## src/rtl/grant_xfer_ctrl.sv

```systemverilog
// Serializes the payload of the one-hot granted requester as BEATS beats on a
// valid/ready bus, then acknowledges the arbiter and the served requester.
module grant_xfer_ctrl #(
    parameter int DATA_W = 8,
    parameter int BEATS  = 4
) (
    input  logic                         clk,
    input  logic                         rst,
    input  logic [3:0]                   grant,
    input  logic [4*DATA_W*BEATS-1:0]    req_data,
    input  logic                         bus_ready,
    output logic                         bus_valid,
    output logic [DATA_W-1:0]            bus_data,
    output logic                         bus_last,
    output logic [1:0]                   bus_ch,
    output logic                         ack,
    output logic [3:0]                   done,
    output logic                         busy,
    output logic                         err
);

    localparam int P     = DATA_W * BEATS;
    localparam int CNT_W = (BEATS > 1) ? $clog2(BEATS) : 1;
    localparam logic [CNT_W-1:0] LAST_CNT = CNT_W'(BEATS - 1);

    typedef enum logic [1:0] {
        IDLE = 2'd0,
        XFER = 2'd1,
        ACK  = 2'd2
    } state_t;

    state_t             state_r;
    logic [P-1:0]       shift_r;
    logic [CNT_W-1:0]   cnt_r;
    logic               onehot_s;
    logic               multi_s;
    logic [1:0]         idx_s;
    logic [P-1:0]       payload_s;

    // The current beat is always the low slice of the payload shift register.
    assign bus_data = shift_r[DATA_W-1:0];

    // Classify the grant and select the matching channel payload.
    always_comb begin
        onehot_s = 1'b0;
        multi_s  = 1'b0;
        idx_s    = 2'd0;
        case (grant)
            4'b0000: begin
                onehot_s = 1'b0;
            end
            4'b0001: begin
                onehot_s = 1'b1;
                idx_s    = 2'd0;
            end
            4'b0010: begin
                onehot_s = 1'b1;
                idx_s    = 2'd1;
            end
            4'b0100: begin
                onehot_s = 1'b1;
                idx_s    = 2'd2;
            end
            4'b1000: begin
                onehot_s = 1'b1;
                idx_s    = 2'd3;
            end
            default: begin
                multi_s = 1'b1;
            end
        endcase
        payload_s = req_data[idx_s*P +: P];
    end

    // Transfer FSM with all handshake and status outputs registered.
    always_ff @(posedge clk) begin
        if (rst) begin
            state_r   <= IDLE;
            shift_r   <= '0;
            cnt_r     <= '0;
            bus_valid <= 1'b0;
            bus_last  <= 1'b0;
            bus_ch    <= 2'd0;
            ack       <= 1'b0;
            done      <= 4'b0000;
            busy      <= 1'b0;
            err       <= 1'b0;
        end else begin
            ack  <= 1'b0;
            done <= 4'b0000;
            err  <= 1'b0;
            case (state_r)
                IDLE: begin
                    if (onehot_s) begin
                        shift_r   <= payload_s;
                        bus_ch    <= idx_s;
                        cnt_r     <= '0;
                        bus_valid <= 1'b1;
                        bus_last  <= (BEATS == 1);
                        busy      <= 1'b1;
                        state_r   <= XFER;
                    end else if (multi_s) begin
                        err <= 1'b1;
                    end else begin
                        state_r <= IDLE;
                    end
                end
                XFER: begin
                    if (bus_ready) begin
                        shift_r <= shift_r >> DATA_W;
                        cnt_r   <= cnt_r + CNT_W'(1);
                        if (cnt_r == LAST_CNT) begin
                            bus_valid <= 1'b0;
                            bus_last  <= 1'b0;
                            ack       <= 1'b1;
                            done      <= 4'b0001 << bus_ch;
                            state_r   <= ACK;
                        end else begin
                            // Look one beat ahead so bus_last stays a plain flop.
                            bus_last <= ((cnt_r + CNT_W'(1)) == LAST_CNT);
                        end
                    end else begin
                        state_r <= XFER;
                    end
                end
                ACK: begin
                    busy    <= 1'b0;
                    state_r <= IDLE;
                end
                default: begin
                    bus_valid <= 1'b0;
                    bus_last  <= 1'b0;
                    busy      <= 1'b0;
                    state_r   <= IDLE;
                end
            endcase
        end
    end

endmodule

```

## config.mk

```make
export PLATFORM = sky130hd
export DESIGN_NAME = grant_xfer_ctrl
export DESIGN_NICKNAME = d
export VERILOG_FILES = /design/src/rtl/grant_xfer_ctrl.sv
export SDC_FILE = /design/constraint.sdc
export NUM_CORES = 1
export LEC_CHECK = 0
export CORE_ASPECT_RATIO = 1.2
export CORE_MARGIN = 5
export CORE_UTILIZATION = 41
export DETAILED_ROUTE_END_ITERATION = 7
export MAX_ROUTING_LAYER = met4
export PLACE_DENSITY = 0.78
export SETUP_SLACK_MARGIN = 0.4
export SYNTH_ARGS = -nofsm -noshare
export SYNTH_HDL_FRONTEND = slang
export SYNTH_SLANG_ARGS = --single-unit
```

## constraint.sdc

```tcl
create_clock -name clk -period 2.5 [get_ports clk]
set_clock_uncertainty 0.15 [all_clocks]
set_input_delay 0.25 -clock clk [delete_from_list [all_inputs] [get_ports clk]]
set_output_delay 0.25 -clock clk [all_outputs]
set_load 0.03 [all_outputs]
```

==> flow_metrics.py <==
metrics = {
    "timing": {
        "tightestPinTransition_ns": 0.684,
        "fin_crit_sh_pct": 81.3,
        "timing_max_transition_violations_final": 0,
        "setup_repair_after_global_routing_missed_its_margin": "no",
        "whs_ns": 0.320,
        "maximum_operating_frequency_mhz": 492,
        "min_period_ns": 2.03,
        "timing.final.hold_violations": 0,
        "timing.max_slew.rel_slack_pct": 54.4,
        "tns_ns": 0,
        "setup-violations-final": 0,
    },
    "worst_setup_path": {
        "critical_path_class": "primary input to flip-flop",
        "worstPathMaxFanout": 16,
        "worstPathRequired_ns": 2.54,
        "crit_path_end_kind": "flip-flop",
        "startpoint_type": "primary input",
        "arrival_ns": 2.08,
    },
    "die": {
        "rows": 34,
        "die_area_sq_um": 9430,
        "die_h_microns": 105,
        "core-area_sq_um": 7320,
        "die_width_microns": 89.5,
        "design.portCount": 154,
        "start_util_pct": 42.5,
    },
    "logic_synthesis": {
        "ys.warnings.count": 0,
        "synth_largest_type_area_fraction_pct": 30.3,
        "ys_seq_elements": 47,
        "synthDistinctLibCells": 40,
        "syn_inst": 279,
        "synth_fp_nets": 416,
        "netlist_area_sq_um": 3110,
        "area_contributors_post_synth": "dfxtp_1, mux4_2, nor4b_1",
        "synth.avg_cell_area_sq_um": 11.1,
        "synth_area_leader_cell": "dfxtp_1",
        "synth_seq_area_share_pct": 30.3,
    },
    "pwr": {
        "power_frac_comb_pct": 32.8,
        "design_power_total_mw": 1.87,
        "intPower_mw": 1.39,
        "vdd.ir_drop.worst_mv": 0.209,
        "switching_share_pct": 25.9,
        "static-leakage-power_nw": 1.97,
        "cellPowerDensity_nw_per_um2": 387,
        "power.clock.fraction_pct": 23.2,
        "power.share.sequential_pct": 44.0,
        "switchingPower_uw": 485,
    },
    "global_route": {
        "number_of_antenna_violations_at_the_first_check_in_global_routing": 0,
        "global_route_wire_length_before_repair_microns": 14200,
        "grt_pass1_vias": 3062,
        "pin_count_of_the_biggest_net_entering_global_routing": 29,
        "grt_overflow_total": 0,
        "grt_use_total_pct": 19.3,
    },
    "detailed_routing": {
        "initialDrtViolationCount": 161,
        "routed_wirelength_microns": 8790,
        "remaining_drc_errors": 0,
        "routed-via-count": 2867,
        "routed_via_density": 5.61,
        "detail_route.first_pass.iterations": 4,
        "ant_nets": 0,
        "routedWlPerCell_microns": 17.2,
    },
    "layout": {
        "num-fill-cells": 599,
        "antennaDiodeCount": 0,
        "finalNetCount": 557,
        "post_route_cells_drive_above_1_share_pct": 15.7,
        "final_core_util_pct": 66.0,
        "area_growth_from_synthesis_to_layout_pct": 55.3,
        "fin_cells": 511,
        "layout.cells.most_common_list": "clkdlybuf4s50_1, dfxtp_1, mux4_2",
        "final_common_cell": "clkdlybuf4s50_1",
        "multiInputGateArea_sq_um": 1960,
        "register_area_sq_um": 941,
    },
    "clock_tree": {
        "cts_inserted_buffers": 5,
        "worstSkewPairLatency_ns": 0.29,
        "clock-root-buffer": "clkbuf_8",
        "cts_tree": "done",
        "clock_sink_count": 47,
        "cts.reportedPaths.clkPinSlew_ns": 0.08,
        "cts.path.max_buffers": 2,
        "postCtsHoldBufs": 0,
        "htree_levels": 2,
    },
    "flow_run": {
        "drv_cap": 0,
    },
    "place": {
        "post-dp-hpwl_microns": 7020,
        "placed_cells": 502,
        "gp_congestion": 0.779,
        "numPortBuffers": 153,
    },
    "hold_path": {
        "timing.hold.worst.class": "flip-flop to flip-flop",
    },
    "outcome": {
        "run_status": "complete, no violations",
    },
}
==> layout make-up <==
type                       count  share of cell area [%]
inverter                       3                   0.233
clock inverter                 1                   0.104
multi-input combinational    189                    40.6
clock buffer                   7                    1.58
tap                           90                    2.33
sequential                    47                    19.5
timing repair buffer         174                    35.7
==> through the flow <==
step | area, sq um | setup slack (ns)
6_report | 4830 | 0.468
2_1_floorplan | 3110 | 0.551
3_3_place_gp | 4700 | 0.0279
4_1_cts | 4790 | 0.444
5_1_grt | 4830 | 0.401
3_5_place_dp | 4700 | -0.0631
==> layer usage <==
layer,routed length (microns),part of all wire [%],track usage (%)
met1,3230,37,21.9
met2,5000,57,35.4
met5,0,0,-
met4,97,1.1,4.04
met3,453,5.2,2.65
==> what timing repair did <==
| item | 4_1_cts | 5_1_grt |
|---|---|---|
| resized for setup | 2 | 5 |
| pin swaps | 0 | 1 |
| setup buffers | 0 | 1 |
| setup endpoints to repair | 32 | 32 |
==> state kept, by name, summed over array words and instances, names as in the netlist <==
| register | cells |
|---|---|
| state_r | 2 |
| err | 1 |
| ack | 1 |
| shift_r | 32 |
| bus_valid | 1 |
| busy | 1 |
| cnt_r | 2 |
| bus_last | 1 |
| done | 4 |
| bus_ch | 2 |
==> Yosys cell counts <==
cell type  number
o211ai_1        1
a31oi_1         2
ha_1            2
o21ai_0         3
nor4b_1        27
buf_6           3
maj3_1          1
buf_4          10
a21bo_1         5
nor2_1          8
a41oi_1         8
clkbuf_2        1
mux4_2         30
and2_1          1
clkbuf_1       19
nand3_1         1
and3b_1         1
a21oi_1         6
inv_1           3
o2bb2ai_1       8
xor2_1          1
nand2b_1       27
nand3b_1        1
a21boi_2        1
a41o_1         16
buf_2           6
a21bo_2         3
a32oi_1         1
dfxtp_1        47
nor3_1          5
xnor2_1         2
nand2_1         4
nand4_1         1
buf_12          1
and3_1          1
mux4_1          2
a21o_1         17
or3_1           1
nor3b_1         1
nand4b_1        1
==> critical path, stage by stage <==
cell             delay [ns]
clkdlybuf4s50_1        0.44
xnor2_1                0.14
or3_4                  0.37
buf_12                 0.18
mux4_1                 0.46
a21bo_2                0.22
==> logic make-up after synthesis <==
family          Yosys count  share of synthesized area (%)
compound gates           71                           19.1
buf+inv                  43                           7.93
flops                    47                           30.3
mux                      32                           23.4
xor+xnor                  3                          0.846
simple gates             80                           17.3
fa+ha+maj                 3                           1.13
==> path summary, 6_finish.rpt <==
| check | slack (ns) | end | cells past startpoint | start |
|---|---|---|---|---|
| setup / recovery | 0.47 | shift_r[1] | 6 | grant[1] |
| hold reg to reg | 0.32 | busy | 2 | busy |
| hold / removal | 0.32 | busy | 2 | busy |
| setup reg to reg | 0.68 | shift_r[3] | 6 | state_r[0] |
==> power groups by stage <==
| stage | clock [mW] | combinational [mW] | sequential [mW] |
|---|---|---|---|
| after global routing | 0.486 | 0.659 | 0.829 |
| after CTS | 0.447 | 0.610 | 0.823 |
| final | 0.434 | 0.613 | 0.823 |
| after floorplan | 0 | 0.309 | 0.844 |
| after global placement | 0 | 0.594 | 0.840 |
| after detailed placement | 0 | 0.607 | 0.841 |
Power figures use the tool's default switching activity.
